===== config.mk =====
export PLATFORM = sky130hd
export DESIGN_NAME = sram_like_arbiter
export DESIGN_NICKNAME = d
export VERILOG_FILES = /design/src/rtl/sram_like_pkg.sv /design/src/rtl/sram_like_arbiter_id_fifo.sv /design/src/rtl/sram_like_arbiter.sv
export SDC_FILE = /design/constraint.sdc
export NUM_CORES = 1
export LEC_CHECK = 0
export CAP_MARGIN = 20
export CORE_AREA = 2 2 118 120
export CTS_BUF_LIST = sky130_fd_sc_hd__clkbuf_4 sky130_fd_sc_hd__clkbuf_8
export DETAILED_ROUTE_END_ITERATION = 7
export DIE_AREA = 0 0 120 122
export HOLD_SLACK_MARGIN = 0.02
export PLACE_DENSITY = 0.69
export SLEW_MARGIN = 20
export SYNTH_ARGS = -nofsm -noshare
export SYNTH_HDL_FRONTEND = slang
export SYNTH_SLANG_ARGS = --single-unit

===== constraint.sdc =====
create_clock -name clk -period 4.9 [get_ports clk]
set_clock_uncertainty 0.05 [all_clocks]
set_input_delay 0.735 -clock clk [delete_from_list [all_inputs] [get_ports clk]]
set_output_delay 0.735 -clock clk [all_outputs]
set_load 0.05 [all_outputs]

===== src/rtl/sram_like_pkg.sv =====
// Shared types and constants for the sram-like arbiter: grant states,
// requester IDs, transfer sizes and the request payload bundle.
package sram_like_pkg;

    typedef enum logic [1:0] {
        FREE      = 2'd0,
        HOLD_INST = 2'd1,
        HOLD_DATA = 2'd2
    } grant_state_e;

    localparam logic ID_INST = 1'b0;
    localparam logic ID_DATA = 1'b1;

    localparam logic [1:0] SIZE_B = 2'd0;
    localparam logic [1:0] SIZE_H = 2'd1;
    localparam logic [1:0] SIZE_W = 2'd2;

    typedef struct packed {
        logic        wr;
        logic [1:0]  size;
        logic [31:0] addr;
        logic [31:0] wdata;
    } sram_req_t;

endpackage


===== src/rtl/sram_like_arbiter_id_fifo.sv =====
// In-order tag FIFO: remembers which requester issued each outstanding
// transaction so returning data can be steered back to it.
module id_fifo #(
    parameter int DEPTH = 4,
    parameter int W     = 1
) (
    input  logic         clk,
    input  logic         reset,
    input  logic         push,
    input  logic         pop,
    input  logic [W-1:0] din,
    output logic         full,
    output logic         empty,
    output logic [W-1:0] head
);
    localparam int PW = $clog2(DEPTH);

    logic [W-1:0]  mem_q [DEPTH];
    logic [PW-1:0] wr_ptr_q;
    logic [PW-1:0] rd_ptr_q;
    logic [PW:0]   count_q;
    logic          push_en;
    logic          pop_en;

    assign full    = (count_q == (PW+1)'(DEPTH));
    assign empty   = (count_q == '0);
    assign head    = mem_q[rd_ptr_q];
    assign push_en = push && !full;
    assign pop_en  = pop && !empty;

    always_ff @(posedge clk) begin
        if (reset) begin
            wr_ptr_q <= '0;
            rd_ptr_q <= '0;
            count_q  <= '0;
        end else begin
            if (push_en) wr_ptr_q <= wr_ptr_q + 1'b1;
            if (pop_en)  rd_ptr_q <= rd_ptr_q + 1'b1;
            case ({push_en, pop_en})
                2'b10:   count_q <= count_q + 1'b1;
                2'b01:   count_q <= count_q - 1'b1;
                default: count_q <= count_q;
            endcase
        end
    end

    // NOTE: storage is deliberately not reset; count/pointers alone define validity.
    always_ff @(posedge clk) begin
        if (push_en) mem_q[wr_ptr_q] <= din;
    end

endmodule


===== src/rtl/sram_like_arbiter.sv =====
// Fixed-priority (data over inst) 2:1 arbiter for sram-like masters onto a
// shared port, with grant hold until addr_ok and in-order return routing.
module sram_like_arbiter
    import sram_like_pkg::*;
#(
    parameter int OUTSTANDING = 4,
    parameter int ID_W        = 1
) (
    input  logic        clk,
    input  logic        reset,

    input  logic        inst_req,
    input  logic        inst_wr,
    input  logic [1:0]  inst_size,
    input  logic [31:0] inst_addr,
    input  logic [31:0] inst_wdata,
    output logic        inst_addr_ok,
    output logic        inst_data_ok,
    output logic [31:0] inst_rdata,

    input  logic        data_req,
    input  logic        data_wr,
    input  logic [1:0]  data_size,
    input  logic [31:0] data_addr,
    input  logic [31:0] data_wdata,
    output logic        data_addr_ok,
    output logic        data_data_ok,
    output logic [31:0] data_rdata,

    output logic        m_req,
    output logic        m_wr,
    output logic [1:0]  m_size,
    output logic [31:0] m_addr,
    output logic [31:0] m_wdata,
    input  logic        m_addr_ok,
    input  logic        m_data_ok,
    input  logic [31:0] m_rdata
);
    localparam logic [ID_W-1:0] TAG_INST = ID_W'(ID_INST);
    localparam logic [ID_W-1:0] TAG_DATA = ID_W'(ID_DATA);

    grant_state_e    state_q;
    grant_state_e    state_d;
    logic            sel_valid;
    logic [ID_W-1:0] sel_id;
    sram_req_t       inst_bus;
    sram_req_t       data_bus;
    sram_req_t       sel_bus;
    logic            accept;
    logic            fifo_full;
    logic            fifo_empty;
    logic [ID_W-1:0] fifo_head;
    logic            ret_valid;

    assign inst_bus = '{wr: inst_wr, size: inst_size, addr: inst_addr, wdata: inst_wdata};
    assign data_bus = '{wr: data_wr, size: data_size, addr: data_addr, wdata: data_wdata};

    always_ff @(posedge clk) begin
        if (reset) state_q <= FREE;
        else       state_q <= state_d;
    end

    // NOTE: every signal gets a default first so no branch can infer a latch.
    always_comb begin
        sel_valid = 1'b0;
        sel_id    = TAG_INST;
        case (state_q)
            FREE: begin
                if (data_req) begin
                    sel_valid = 1'b1;
                    sel_id    = TAG_DATA;
                end else if (inst_req) begin
                    sel_valid = 1'b1;
                    sel_id    = TAG_INST;
                end
            end
            HOLD_INST: begin
                sel_valid = inst_req;
                sel_id    = TAG_INST;
            end
            HOLD_DATA: begin
                sel_valid = data_req;
                sel_id    = TAG_DATA;
            end
            default: ;
        endcase
    end

    // m_req depends only on requests, grant state and FIFO occupancy, never on m_addr_ok.
    assign m_req  = sel_valid && !fifo_full && !reset;
    assign accept = m_req && m_addr_ok;

    always_comb begin
        sel_bus = '0;
        if (sel_valid) sel_bus = (sel_id == TAG_DATA) ? data_bus : inst_bus;
    end

    assign m_wr    = sel_bus.wr;
    assign m_size  = sel_bus.size;
    assign m_addr  = sel_bus.addr;
    assign m_wdata = sel_bus.wdata;

    assign inst_addr_ok = accept && (sel_id == TAG_INST);
    assign data_addr_ok = accept && (sel_id == TAG_DATA);

    always_comb begin
        state_d = state_q;
        case (state_q)
            FREE: begin
                if (sel_valid && !fifo_full && !m_addr_ok)
                    state_d = (sel_id == TAG_DATA) ? HOLD_DATA : HOLD_INST;
            end
            HOLD_INST, HOLD_DATA: begin
                if (accept) state_d = FREE;
            end
            default: state_d = FREE;
        endcase
    end

    // Returns with nothing outstanding (e.g. stale after reset) are dropped.
    assign ret_valid    = m_data_ok && !fifo_empty && !reset;
    assign inst_data_ok = ret_valid && (fifo_head == TAG_INST);
    assign data_data_ok = ret_valid && (fifo_head == TAG_DATA);
    assign inst_rdata   = m_rdata;
    assign data_rdata   = m_rdata;

    id_fifo #(
        .DEPTH (OUTSTANDING),
        .W     (ID_W)
    ) u_id_fifo (
        .clk   (clk),
        .reset (reset),
        .push  (accept),
        .pop   (ret_valid),
        .din   (sel_id),
        .full  (fifo_full),
        .empty (fifo_empty),
        .head  (fifo_head)
    );

endmodule


==> flow_metrics.env <==
export IMPL_first_global_vias=2623
export IMPL_avgSynthCellArea_um2=6.11
export IMPL_fp_row_count=43
export IMPL_power_leakage_nw=1.62
export IMPL_synth_top_family_by_area="simple AND/OR/NAND/NOR gates"
export IMPL_globalplace_congestion=0.713
export IMPL_post_route_period_util_pct=84.5
export IMPL_clock_sinks=15
export IMPL_num_vias=2805
export IMPL_finalSetupViolCount=0
export IMPL_tightest_slew_ns=0.733
export IMPL_drt_iter0_markers=96
export IMPL_slew_headroom_pct=51.1
export IMPL_path_clk_slew_ns=0.06
export IMPL_start_kind="primary input"
export IMPL_yosys_warnings=0
export IMPL_place_inst=685
export IMPL_postLayoutSetupSlackWorst_ns=0.761
export IMPL_synth_fa_ha_area_share_pct=5.75
export IMPL_pre_cts_ws_ns=0.767
export IMPL_die_h_um=122
export IMPL_drive_gt1_share_pct=3.93
export IMPL_area_growth_pct=80.9
export IMPL_finalInstanceArea_um2=4170
export IMPL_grt_overflow_total=0
export IMPL_slew_violations=0
export IMPL_design_die_area_um2=14600
export IMPL_syn_area_um2=2300
export IMPL_drtPass1Iterations=6
export IMPL_port_buffers=211
export IMPL_synthMuxAreaShare_pct=1.47
export IMPL_synth_fp_nets=559
export IMPL_cts_tree="yes"
export IMPL_clock_root_buffer="clkbuf_8"
export IMPL_power_density_nw_per_um2=931
export IMPL_crit_path_start="data_req"
export IMPL_grt_use_total_pct=11.1
export IMPL_grt_pass1_wl_mm=13.4
export IMPL_drc=0
export IMPL_cts_max_path_buffers=2
export IMPL_critical_path_required_ns=4.12
export IMPL_postCtsSetupRepairBufs=0
export IMPL_final_net_count=692
export IMPL_synth_async_sr_flop_share_pct=0
export IMPL_antenna_found_initial=0
export IMPL_synth_xor_area_share_pct=1.52
export IMPL_r2r_setup_slack_ns=2.02
export IMPL_yosys_cell_types_count=37
export IMPL_ctsResizeCount=0
export IMPL_initial_core_util_pct=17.1
export IMPL_die_w_um=120
export IMPL_finalNonFillerCells=689
export IMPL_place_area_um2=4120
export IMPL_reg2regPathDepth=11
export IMPL_run_status="complete, no violations"
export IMPL_drt_wirelength_per_cell_um=13.3
export IMPL_worst_setup_path_type="primary input to output port"
export IMPL_ys_flop_type="dfxtp_1"
export IMPL_holdBufCountCts=0
export IMPL_synth_seq_area_share_pct=14.8
export IMPL_core_um2=13500
export IMPL_crit_end="m_addr[28]"
export IMPL_hold_viol=0
export IMPL_ir_drop_mv=0.478
export IMPL_antenna_left=0
export IMPL_power_mw=3.88
export IMPL_cp_arrival_ns=3.35
export IMPL_ys_seq_elements=15
export IMPL_synth_edf_count=4
export IMPL_cts_buffers=3
export IMPL_min_period_ns=4.14
export IMPL_max_freq_ghz=0.242
export IMPL_syn_inst=377
export IMPL_hold_depth=2
export IMPL_r2r_end="u_id_fifo.count_q[2]"
export IMPL_worstHoldPathType="flop to flop"
export IMPL_drv_cap=0
export IMPL_n_antenna_cell=0
export IMPL_routed_wl_mm=9.13
export IMPL_htreeDepth=1
export IMPL_yosys_area_share_simple_pct=30.0
export IMPL_clock_latency_ns=0.24
export IMPL_reg2reg_from="state_q[0]"
export IMPL_synth_compound_area_share_pct=20.0
export IMPL_critPathCaptureType="output port"
export IMPL_pin_count=308
export IMPL_drt_vias_per_instance=4.07
export IMPL_grt_max_degree=69
export IMPL_dp_hpwl_mm=7.19
export IMPL_fin_tns_setup_ns=0
export IMPL_rsz0062_at_grt="no"
export IMPL_critPathMaxFanout=47
-- worst max-delay path: stages --
cell	delay (ns)
clkdlybuf4s50_1	0.52
a22oi_1	0.40
a21o_2	0.56
buf_12	0.29
a21oi_1	0.09
clkdlybuf4s50_1	0.72
-- cells by family after synthesis --
kind of cell | after synthesis
fa+ha+maj | 10
buf+inv | 96
flops | 15
mux | 2
xor+xnor | 4
simple gates | 167
compound gates | 83
-- cells in the mapped netlist, types with 2 or more instances --
master | n | area [um^2]
dfxtp_1 | 11 | 220
buf_2 | 7 | 35.0
a21o_1 | 2 | 15.0
nand3_1 | 2 | 10.0
buf_4 | 64 | 480
and3_1 | 4 | 25.0
a31oi_1 | 2 | 12.5
nand3b_1 | 2 | 15.0
a21oi_1 | 72 | 360
clkbuf_1 | 15 | 56.3
o311a_1 | 2 | 20.0
ha_1 | 9 | 113
xor2_1 | 2 | 17.5
or3_1 | 3 | 18.8
edfxtp_1 | 4 | 120
nor2_1 | 10 | 37.5
xnor2_1 | 2 | 17.5
nor4_1 | 2 | 12.5
nor2b_1 | 2 | 12.5
buf_1 | 2 | 7.51
nand2_1 | 135 | 507
o21ai_0 | 2 | 10.0
inv_1 | 7 | 26.3
-- cell usage in the layout (no fill, tap or decap), types with 3 or more instances in the layout --
cell / netlist / routed
dfxtp_1: 11 / 11
ha_1: 9 / 9
edfxtp_1: 4 / 4
a21oi_1: 72 / 71
or3_1: 3 / 3
buf_4: 64 / 6
clkdlybuf4s50_1: 0 / 209
and3_1: 4 / 4
nor2_1: 10 / 10
inv_1: 7 / 7
clkbuf_8: 0 / 3
nand2_1: 135 / 135
-- metal layers --
layer  wire (um)  up-vias  part of all wire, %  global-route usage (%)
met1        3790     1195                   42                    13.9
met2        4220      176                   46                    18.6
met3        1010       12                   11                    3.46
met5           0        -                    0                       0
li1            -     1422                    -                       -
met4         106        0                  1.2                    2.50
-- power breakdown --
group / switching (mW) / leakage, nW / internal [mW] / total, mW
Sequential: 0.0247 / 0.126 / 0.159 / 0.184
Combinational: 2.47 / 1.46 / 1.13 / 3.60
Clock: 0.0394 / 0.0262 / 0.0630 / 0.102
-- layout make-up --
| cell class | instances | area, um^2 |
|---|---|---|
| fillers | 1445 | 9340 |
| repair buffers | 216 | 2160 |
| multi-input cells | 266 | 1370 |
| flip-flops and latches | 15 | 340 |
| well taps | 180 | 225 |
| clock buffers | 4 | 48.8 |
| inverters | 8 | 30.0 |
-- worst min-delay path by stage --
| stage | end | from | slack [ns] |
|---|---|---|---|
| CTS | u_id_fifo.count_q[2] | u_id_fifo.count_q[2] | 0.47 |
| finish | u_id_fifo.count_q[2] | u_id_fifo.count_q[2] | 0.47 |
| global route | u_id_fifo.rd_ptr_q[1] | u_id_fifo.rd_ptr_q[1] | 0.52 |
| global placement | u_id_fifo.count_q[2] | u_id_fifo.count_q[2] | 0.46 |
| detailed placement | u_id_fifo.count_q[2] | u_id_fifo.count_q[2] | 0.46 |
| floorplan | u_id_fifo.count_q[2] | u_id_fifo.count_q[2] | 0.43 |
-- metrics by stage --
step           hold slack (ns)  utilization, %
2_1_floorplan            0.429               -
3_3_place_gp             0.456            30.5
3_5_place_dp             0.464            30.5
4_1_cts                  0.473            30.9
5_1_grt                  0.518            30.9
6_report                 0.467            30.9
(Power assumes the default switching activity.)
